`src/rtl/riscv_pkg.sv`:
```
// Shared definitions for the execute-stage shift unit: op encodings,
// default datapath width and a helper to recognise encoded ops.
package riscv_pkg;

    localparam int XLEN_DEFAULT = 32;

    typedef enum logic [2:0] {
        SH_SLL = 3'd0,
        SH_SRL = 3'd1,
        SH_SRA = 3'd2,
        SH_ROL = 3'd3,
        SH_ROR = 3'd4
    } shift_op_t;

    // Codes above SH_ROR are unencoded and produce a zero result.
    function automatic logic op_known(input logic [2:0] op);
        return op <= SH_ROR;
    endfunction

endpackage

```
`src/rtl/shift_level.sv`:
```
// One mux level of the barrel shifter: optionally moves the operand by a
// fixed distance DIST, left or right, with zero/sign fill or rotation.
module shift_level #(
    parameter int WIDTH = 32,
    parameter int DIST  = 16
) (
    input  logic             en,
    input  logic             left,
    input  logic             fill,
    input  logic             rotate,
    input  logic [WIDTH-1:0] operand,
    output logic [WIDTH-1:0] result
);

    // Select the shifted form of the operand when this level is enabled.
    always_comb begin
        result = operand;
        if (en) begin
            if (left) begin
                result = {operand[WIDTH-DIST-1:0],
                          rotate ? operand[WIDTH-1:WIDTH-DIST] : {DIST{1'b0}}};
            end else begin
                result = {rotate ? operand[DIST-1:0] : {DIST{fill}},
                          operand[WIDTH-1:DIST]};
            end
        end
    end

endmodule

```
`src/rtl/shift_unit.sv`:
```
// Pipelined barrel shifter for the execute stage. The SHAMT_W mux levels
// (largest distance first) are split across NB_STAGES register stages;
// op, word flag, shift amount and tag travel with the data.
//
// Handshake: an op transfers into the unit at a rising edge where
// valid_i && ready_o, and out of it where valid_o && ready_i. Stage k
// advances when it is empty or stage k+1 advances; the last stage advances
// on ready_i. ready_o depends only on stage valid bits and ready_i. While
// valid_o && !ready_i the output registers hold, so data_o/tag_o are stable.
// flush_i clears every stage valid bit and wins over a same-edge accept.
module shift_unit
    import riscv_pkg::*;
#(
    parameter int XLEN      = XLEN_DEFAULT,
    parameter int SHAMT_W   = $clog2(XLEN),
    parameter int NB_STAGES = 2,
    parameter int TAG_W     = 5
) (
    input  logic               clk,
    input  logic               reset_n,
    input  logic               flush_i,
    input  logic               valid_i,
    output logic               ready_o,
    input  logic [2:0]         op_i,
    input  logic               word_i,
    input  logic [XLEN-1:0]    rs1_data_i,
    input  logic [SHAMT_W-1:0] shamt_i,
    input  logic [TAG_W-1:0]   tag_i,
    output logic               valid_o,
    input  logic               ready_i,
    output logic [XLEN-1:0]    data_o,
    output logic [TAG_W-1:0]   tag_o
);

    localparam int PER = (SHAMT_W + NB_STAGES - 1) / NB_STAGES;

    // Pipeline registers.
    logic [NB_STAGES-1:0] st_valid;
    logic [XLEN-1:0]      st_data  [NB_STAGES];
    logic [TAG_W-1:0]     st_tag   [NB_STAGES];
    logic [2:0]           st_op    [NB_STAGES];
    logic                 st_word  [NB_STAGES];
    logic [SHAMT_W-1:0]   st_shamt [NB_STAGES];

    // Combinational view of what feeds each stage register.
    logic [XLEN-1:0]      stage_in    [NB_STAGES];
    logic [XLEN-1:0]      stage_out   [NB_STAGES];
    logic [2:0]           stage_op    [NB_STAGES];
    logic                 stage_word  [NB_STAGES];
    logic [SHAMT_W-1:0]   stage_shamt [NB_STAGES];
    logic [TAG_W-1:0]     stage_tag   [NB_STAGES];

    logic [NB_STAGES-1:0] adv;
    logic [NB_STAGES-1:0] in_valid;

    logic                 word_eff;
    logic [XLEN-1:0]      operand;
    logic [SHAMT_W-1:0]   shamt_eff;
    logic [XLEN-1:0]      word_res;
    logic [XLEN-1:0]      result;

    // Word mode prepares the operand so the full-width levels give a
    // 32-bit result in the low half: rotates see the word duplicated,
    // SRA sees it sign-extended, logical shifts see it zero-extended.
    if (XLEN == 64) begin : g_w64
        assign word_eff  = word_i;
        assign shamt_eff = word_i ? {1'b0, shamt_i[4:0]} : shamt_i;
        assign word_res  = {{32{stage_out[NB_STAGES-1][31]}}, stage_out[NB_STAGES-1][31:0]};

        // Build the 64-bit operand for normal or word operation.
        always_comb begin
            operand = rs1_data_i;
            if (word_i) begin
                if (op_i == SH_ROL || op_i == SH_ROR)
                    operand = {rs1_data_i[31:0], rs1_data_i[31:0]};
                else if (op_i == SH_SRA)
                    operand = {{32{rs1_data_i[31]}}, rs1_data_i[31:0]};
                else
                    operand = {32'b0, rs1_data_i[31:0]};
            end
        end
    end else begin : g_w32
        logic unused_word;
        assign unused_word = word_i;
        assign word_eff    = 1'b0;
        assign shamt_eff   = shamt_i;
        assign operand     = rs1_data_i;
        assign word_res    = stage_out[NB_STAGES-1];
    end

    // Mux levels: level l moves by XLEN >> (l+1) and lives in stage l / PER.
    for (genvar l = 0; l < SHAMT_W; l++) begin : g_lvl
        localparam int K = l / PER;
        logic [XLEN-1:0] lin;
        logic [XLEN-1:0] lout;

        if (l % PER == 0) begin : g_first
            assign lin = stage_in[K];
        end else begin : g_next
            assign lin = g_lvl[l-1].lout;
        end

        shift_level #(.WIDTH(XLEN), .DIST(XLEN >> (l + 1))) u_level (
            .en      (stage_shamt[K][SHAMT_W-1-l]),
            .left    (stage_op[K] == SH_SLL || stage_op[K] == SH_ROL),
            .fill    (stage_op[K] == SH_SRA && lin[XLEN-1]),
            .rotate  (stage_op[K] == SH_ROL || stage_op[K] == SH_ROR),
            .operand (lin),
            .result  (lout)
        );
    end

    // Stage inputs come from the ports (stage 0) or the previous register;
    // a stage with no levels left simply re-registers its input.
    for (genvar k = 0; k < NB_STAGES; k++) begin : g_stage
        localparam int LO = k * PER;
        localparam int HI = (((k + 1) * PER < SHAMT_W) ? (k + 1) * PER : SHAMT_W) - 1;

        if (k == 0) begin : g_head
            assign stage_in[k]    = operand;
            assign stage_op[k]    = op_i;
            assign stage_word[k]  = word_eff;
            assign stage_shamt[k] = shamt_eff;
            assign stage_tag[k]   = tag_i;
        end else begin : g_body
            assign stage_in[k]    = st_data[k-1];
            assign stage_op[k]    = st_op[k-1];
            assign stage_word[k]  = st_word[k-1];
            assign stage_shamt[k] = st_shamt[k-1];
            assign stage_tag[k]   = st_tag[k-1];
        end

        if (LO < SHAMT_W) begin : g_levels
            assign stage_out[k] = g_lvl[HI].lout;
        end else begin : g_pass
            assign stage_out[k] = stage_in[k];
        end
    end

    // Final result: zero for unencoded ops, sign-extended word otherwise.
    always_comb begin
        result = stage_out[NB_STAGES-1];
        if (!op_known(stage_op[NB_STAGES-1]))
            result = '0;
        else if (stage_word[NB_STAGES-1])
            result = word_res;
    end

    // Advance chain from the output back to stage 0, plus stage feed valids.
    always_comb begin
        adv      = '0;
        in_valid = '0;
        adv[NB_STAGES-1] = !st_valid[NB_STAGES-1] || ready_i;
        for (int k = NB_STAGES - 2; k >= 0; k--)
            adv[k] = !st_valid[k] || adv[k+1];
        in_valid[0] = valid_i;
        for (int k = 1; k < NB_STAGES; k++)
            in_valid[k] = st_valid[k-1];
    end

    // Stage registers: valid moves on advance, payload loads only with a valid op.
    always_ff @(posedge clk or negedge reset_n) begin
        if (!reset_n) begin
            st_valid <= '0;
            for (int k = 0; k < NB_STAGES; k++) begin
                st_data[k]  <= '0;
                st_tag[k]   <= '0;
                st_op[k]    <= '0;
                st_word[k]  <= 1'b0;
                st_shamt[k] <= '0;
            end
        end else begin
            for (int k = 0; k < NB_STAGES; k++) begin
                if (flush_i)
                    st_valid[k] <= 1'b0;
                else if (adv[k])
                    st_valid[k] <= in_valid[k];
                if (adv[k] && in_valid[k]) begin
                    st_data[k]  <= (k == NB_STAGES - 1) ? result : stage_out[k];
                    st_tag[k]   <= stage_tag[k];
                    st_op[k]    <= stage_op[k];
                    st_word[k]  <= stage_word[k];
                    st_shamt[k] <= stage_shamt[k];
                end
            end
        end
    end

    assign ready_o = adv[0];
    assign valid_o = st_valid[NB_STAGES-1];
    assign data_o  = st_data[NB_STAGES-1];
    assign tag_o   = st_tag[NB_STAGES-1];

endmodule

```
`config.mk`:
```
export PLATFORM = sky130hd
export DESIGN_NAME = shift_unit
export DESIGN_NICKNAME = d
export VERILOG_FILES = /design/src/rtl/riscv_pkg.sv /design/src/rtl/shift_level.sv /design/src/rtl/shift_unit.sv
export SDC_FILE = /design/constraint.sdc
export NUM_CORES = 1
export LEC_CHECK = 0
export CORE_MARGIN = 2
export CORE_UTILIZATION = 45
export CTS_BUF_LIST = sky130_fd_sc_hd__clkbuf_2 sky130_fd_sc_hd__clkbuf_4 sky130_fd_sc_hd__clkbuf_8
export DETAILED_ROUTE_END_ITERATION = 8
export MAX_ROUTING_LAYER = met4
export PLACE_DENSITY = 0.65
export SYNTH_ARGS = -nofsm -noshare
export SYNTH_HDL_FRONTEND = slang
export SYNTH_HIERARCHICAL = 1
export SYNTH_SLANG_ARGS = --single-unit
```
`constraint.sdc`:
```
create_clock -name clk -period 2.81 [get_ports clk]
set_input_delay 0.562 -clock clk [delete_from_list [all_inputs] [get_ports clk]]
set_output_delay 0.562 -clock clk [all_outputs]
set_load 0.03 [all_outputs]
```
==> results by group <==
Run status
  • Status: finished clean

STA
  • Worst slew pin tran: 1.02 ns
  • Part of the cycle the worst path needs: 95.6%
  • Final Hold Fails: 0
  • Rel. slew slack: 31.9%
  • Min cycle time layout: 2.69 ns
  • Clock Skews: 0.0127 ns
  • Slew Limit Fails: 0
  • Endpoints failing setup: 0
  • Fmax: 372 MHz
  • Hold Slack: 0.382 ns
  • Min setup slack post-route: 0.124 ns

Drt
  • Wire per inst: 16.3 um
  • Routed Antenna Nets: 0
  • Initial DRC count: 302
  • Final wirelength: 16.9 mm
  • Via count: 5,793
  • DRT Pass-1 Iters: 5
  • Post-DR vias/cell: 5.58
  • DRC viols: 0

Logic synthesis
  • Mapped Area: 0.00694 mm2
  • Synth Instances: 765
  • Ys Warns: 6
  • Main synth FF type: dfrtp_1
  • #FFs+latches synth: 81
  • Yosys cell types: 40
  • Synthesized Nets: 816
  • Async SR Flop Fraction: 100%
  • Syn avg cell area: 9.07 um2
  • EDFF count, synth: 0
  • Seq/Total Area, Yosys: 29.2%

Place
  • HPWL Detailed: 12.5 mm
  • Port bufs: 88
  • Gpl congestion: 0.885
  • DP Area: 0.00783 mm2
  • Post-Place Worst Slack: -0.694 ns

GRT
  • Largest net degree at the start of global routing: 82
  • Vias in the first global route: 5,596
  • Remaining global-route overflow: 0
  • Tot GR Track Use: 21.5%
  • Antenna violations before repair: 0
  • First-pass GRT wire length: 27.8 mm

Clocking
  • TritonCTS Buffers: 9
  • Clock sinks: 81
  • CTS Root Cell: clkbuf_8
  • CTS tree: built
  • Clock slew at reported path FFs: 0.09 ns
  • Skew-Pair Late Insertion Delay: 0.35 ns
  • Max clock buf depth: 2
  • H-tree levels: 3

Cells and area
  • Share of cells above drive strength 1: 19.9%
  • Layout Nets: 897
  • Diode count: 0
  • P&R area growth vs syn: 16.9%
  • Final instance area: 0.00811 mm2
  • Final core occ: 53.6%

Power
  • Pleak: 3.32 nW
  • PD cells: 570 mW/mm2
  • Peak supply drop: 0.000254 V
  • Total power: 4.62 mW

Floorplan
  • Chip height: 128 um
  • Core area: 0.0151 mm2
  • Die ar.: 0.0164 mm2
  • Io pins: 90
  • Die W: 128 um
  • Cell Rows: 45
  • Starting Density: 45.8%

Job
  • Maxcap violations: 0

Worst setup path
  • Arr. time, crit path: 2.92 ns
  • Worst EP required: 3.04 ns
  • Worst-path fanout max: 4
  • CP endpoint kind: register
  • Crit path launch type: primary input
  • Crit Path Class: in -> reg

Min path
  • HP Class: in -> async
[Yosys cell counts, types with 8 or more instances]
cell	n	area share (%)
nor2_1	114	6.2
a311o_1	16	2.3
a22o_1	30	3.8
buf_12	8	2.3
nand3_1	30	2.2
a31oi_1	15	1.4
o211ai_2	8	1.4
a21oi_2	10	1.3
nand2_1	17	0.92
buf_2	30	2.2
buf_6	20	3.2
buf_4	9	0.97
mux2i_1	114	16
nor2b_1	15	1.4
a21oi_1	91	6.6
inv_1	18	0.97
o22ai_1	16	1.4
nand2b_1	36	3.2
dfrtp_1	81	29
mux2_2	47	7.6
[cell usage in the layout (no fill, tap or decap), types with 2 or more instances in the layout]
cell	count
a21oi_1	87
a21oi_2	13
a22o_1	30
a22o_2	2
a311o_1	16
a31oi_1	14
and2_4	2
and2b_1	2
and4bb_2	3
buf_12	7
buf_2	3
buf_4	54
clkbuf_2	3
clkbuf_8	10
clkdlybuf4s50_1	81
dfrtp_1	81
inv_1	18
inv_6	3
mux2_2	47
mux2i_1	112
nand2_1	17
nand2_2	2
nand2b_1	36
nand3_1	30
nor2_1	113
nor2b_1	15
o211ai_1	7
o211ai_2	8
o22ai_1	15
[what timing repair did]
| item | 4_1_cts | 5_1_grt |
|---|---|---|
| setup endpoints to repair | 32 | 26 |
| resized for setup | 12 | 7 |
| hold buffers | 0 | 0 |
| gates cloned | 0 | 0 |
| pin swaps | 7 | 8 |
| buffers inserted | 3 | 3 |
[stage by stage]
stage / cells / setup TNS (ns)
floorplan: 765 / -0.523
global placement: 1017 / -14.65
detailed placement: 1017 / -16.91
CTS: 1036 / 0
global route: 1039 / -0.0250
finish: 1039 / 0
[kinds of logic after synthesis]
group	after synthesis	share of synthesized area [%]
multiplexers	161	24.1
buffers and inverters	97	11.6
AND/OR/NAND/NOR	228	15.7
XOR/XNOR	1	0.126
AO/OA/AOI/OAI	197	19.3
flip-flops	81	29.2
[where the power goes]
part,switching (mW),leakage [nW],internal (mW)
sequential,0.202,0.990,1.40
clock,0.440,0.108,0.453
combinational,1.14,2.23,0.988
total,1.78,3.32,2.84
[state kept, by name, summed over array words and instances (netlist names)]
register / count
tag_o: 5
data_o: 32
st_shamt: 2
st_valid: 2
g_lvl.lin: 32
st_tag: 5
st_op: 3
[layer usage]
metal  vias up  GRT usage [%]  wire length, um
met5         -              -                0
met4         0           4.98              243
met3        18           2.92              484
met2       110           34.7             8040
met1      2748           28.9             8180
li1       2917              -                -
[area by class of cell]
type | count | area (um2)
Multi-Input combinational cell | 587 | 4180
Tap cell | 188 | 235
Clock buffer | 11 | 145
Clock inverter | 5 | 61.3
Sequential cell | 81 | 2030
Fill cell | 1417 | 7030
Timing Repair Buffer | 149 | 1400
Inverter | 18 | 67.6
[final timing paths]
| kind | slack, ns | startpoint | cells after the start | endpoint |
|---|---|---|---|---|
| worst max-delay path | 0.12 | rs1_data_i[31] | 11 | g_lvl[3].lin[30]$_DFFE_PN0P_ |
| worst min register to register | 0.51 | st_tag[9]$_DFFE_PN0P_ | 1 | tag_o[4]$_DFFE_PN0P_ |
| min in group clk | 0.51 | st_tag[9]$_DFFE_PN0P_ | 1 | tag_o[4]$_DFFE_PN0P_ |
| worst max register to register | 0.57 | st_op[3]$_DFFE_PN0P_ | 8 | data_o[1]$_DFFE_PN0P_ |
| worst min-delay path | 0.38 | reset_n | 1 | g_lvl[3].lin[16]$_DFFE_PN0P_ |
| max in group asynchronous | 1.76 | reset_n | 1 | data_o[31]$_DFFE_PN0P_ |
[worst max-delay path, stage by stage]
cell and delay (ns):
clkdlybuf4s50_1 0.44, and2_1 0.15, and4bb_2 0.26, a311o_1 0.35, and2_4 0.20, mux2i_2 0.17, o211ai_2 0.12, and2_4 0.18
mux2i_1 0.13, o211ai_1 0.10, mux2_2 0.26
No activity file was read; power rests on OpenSTA's default activity.
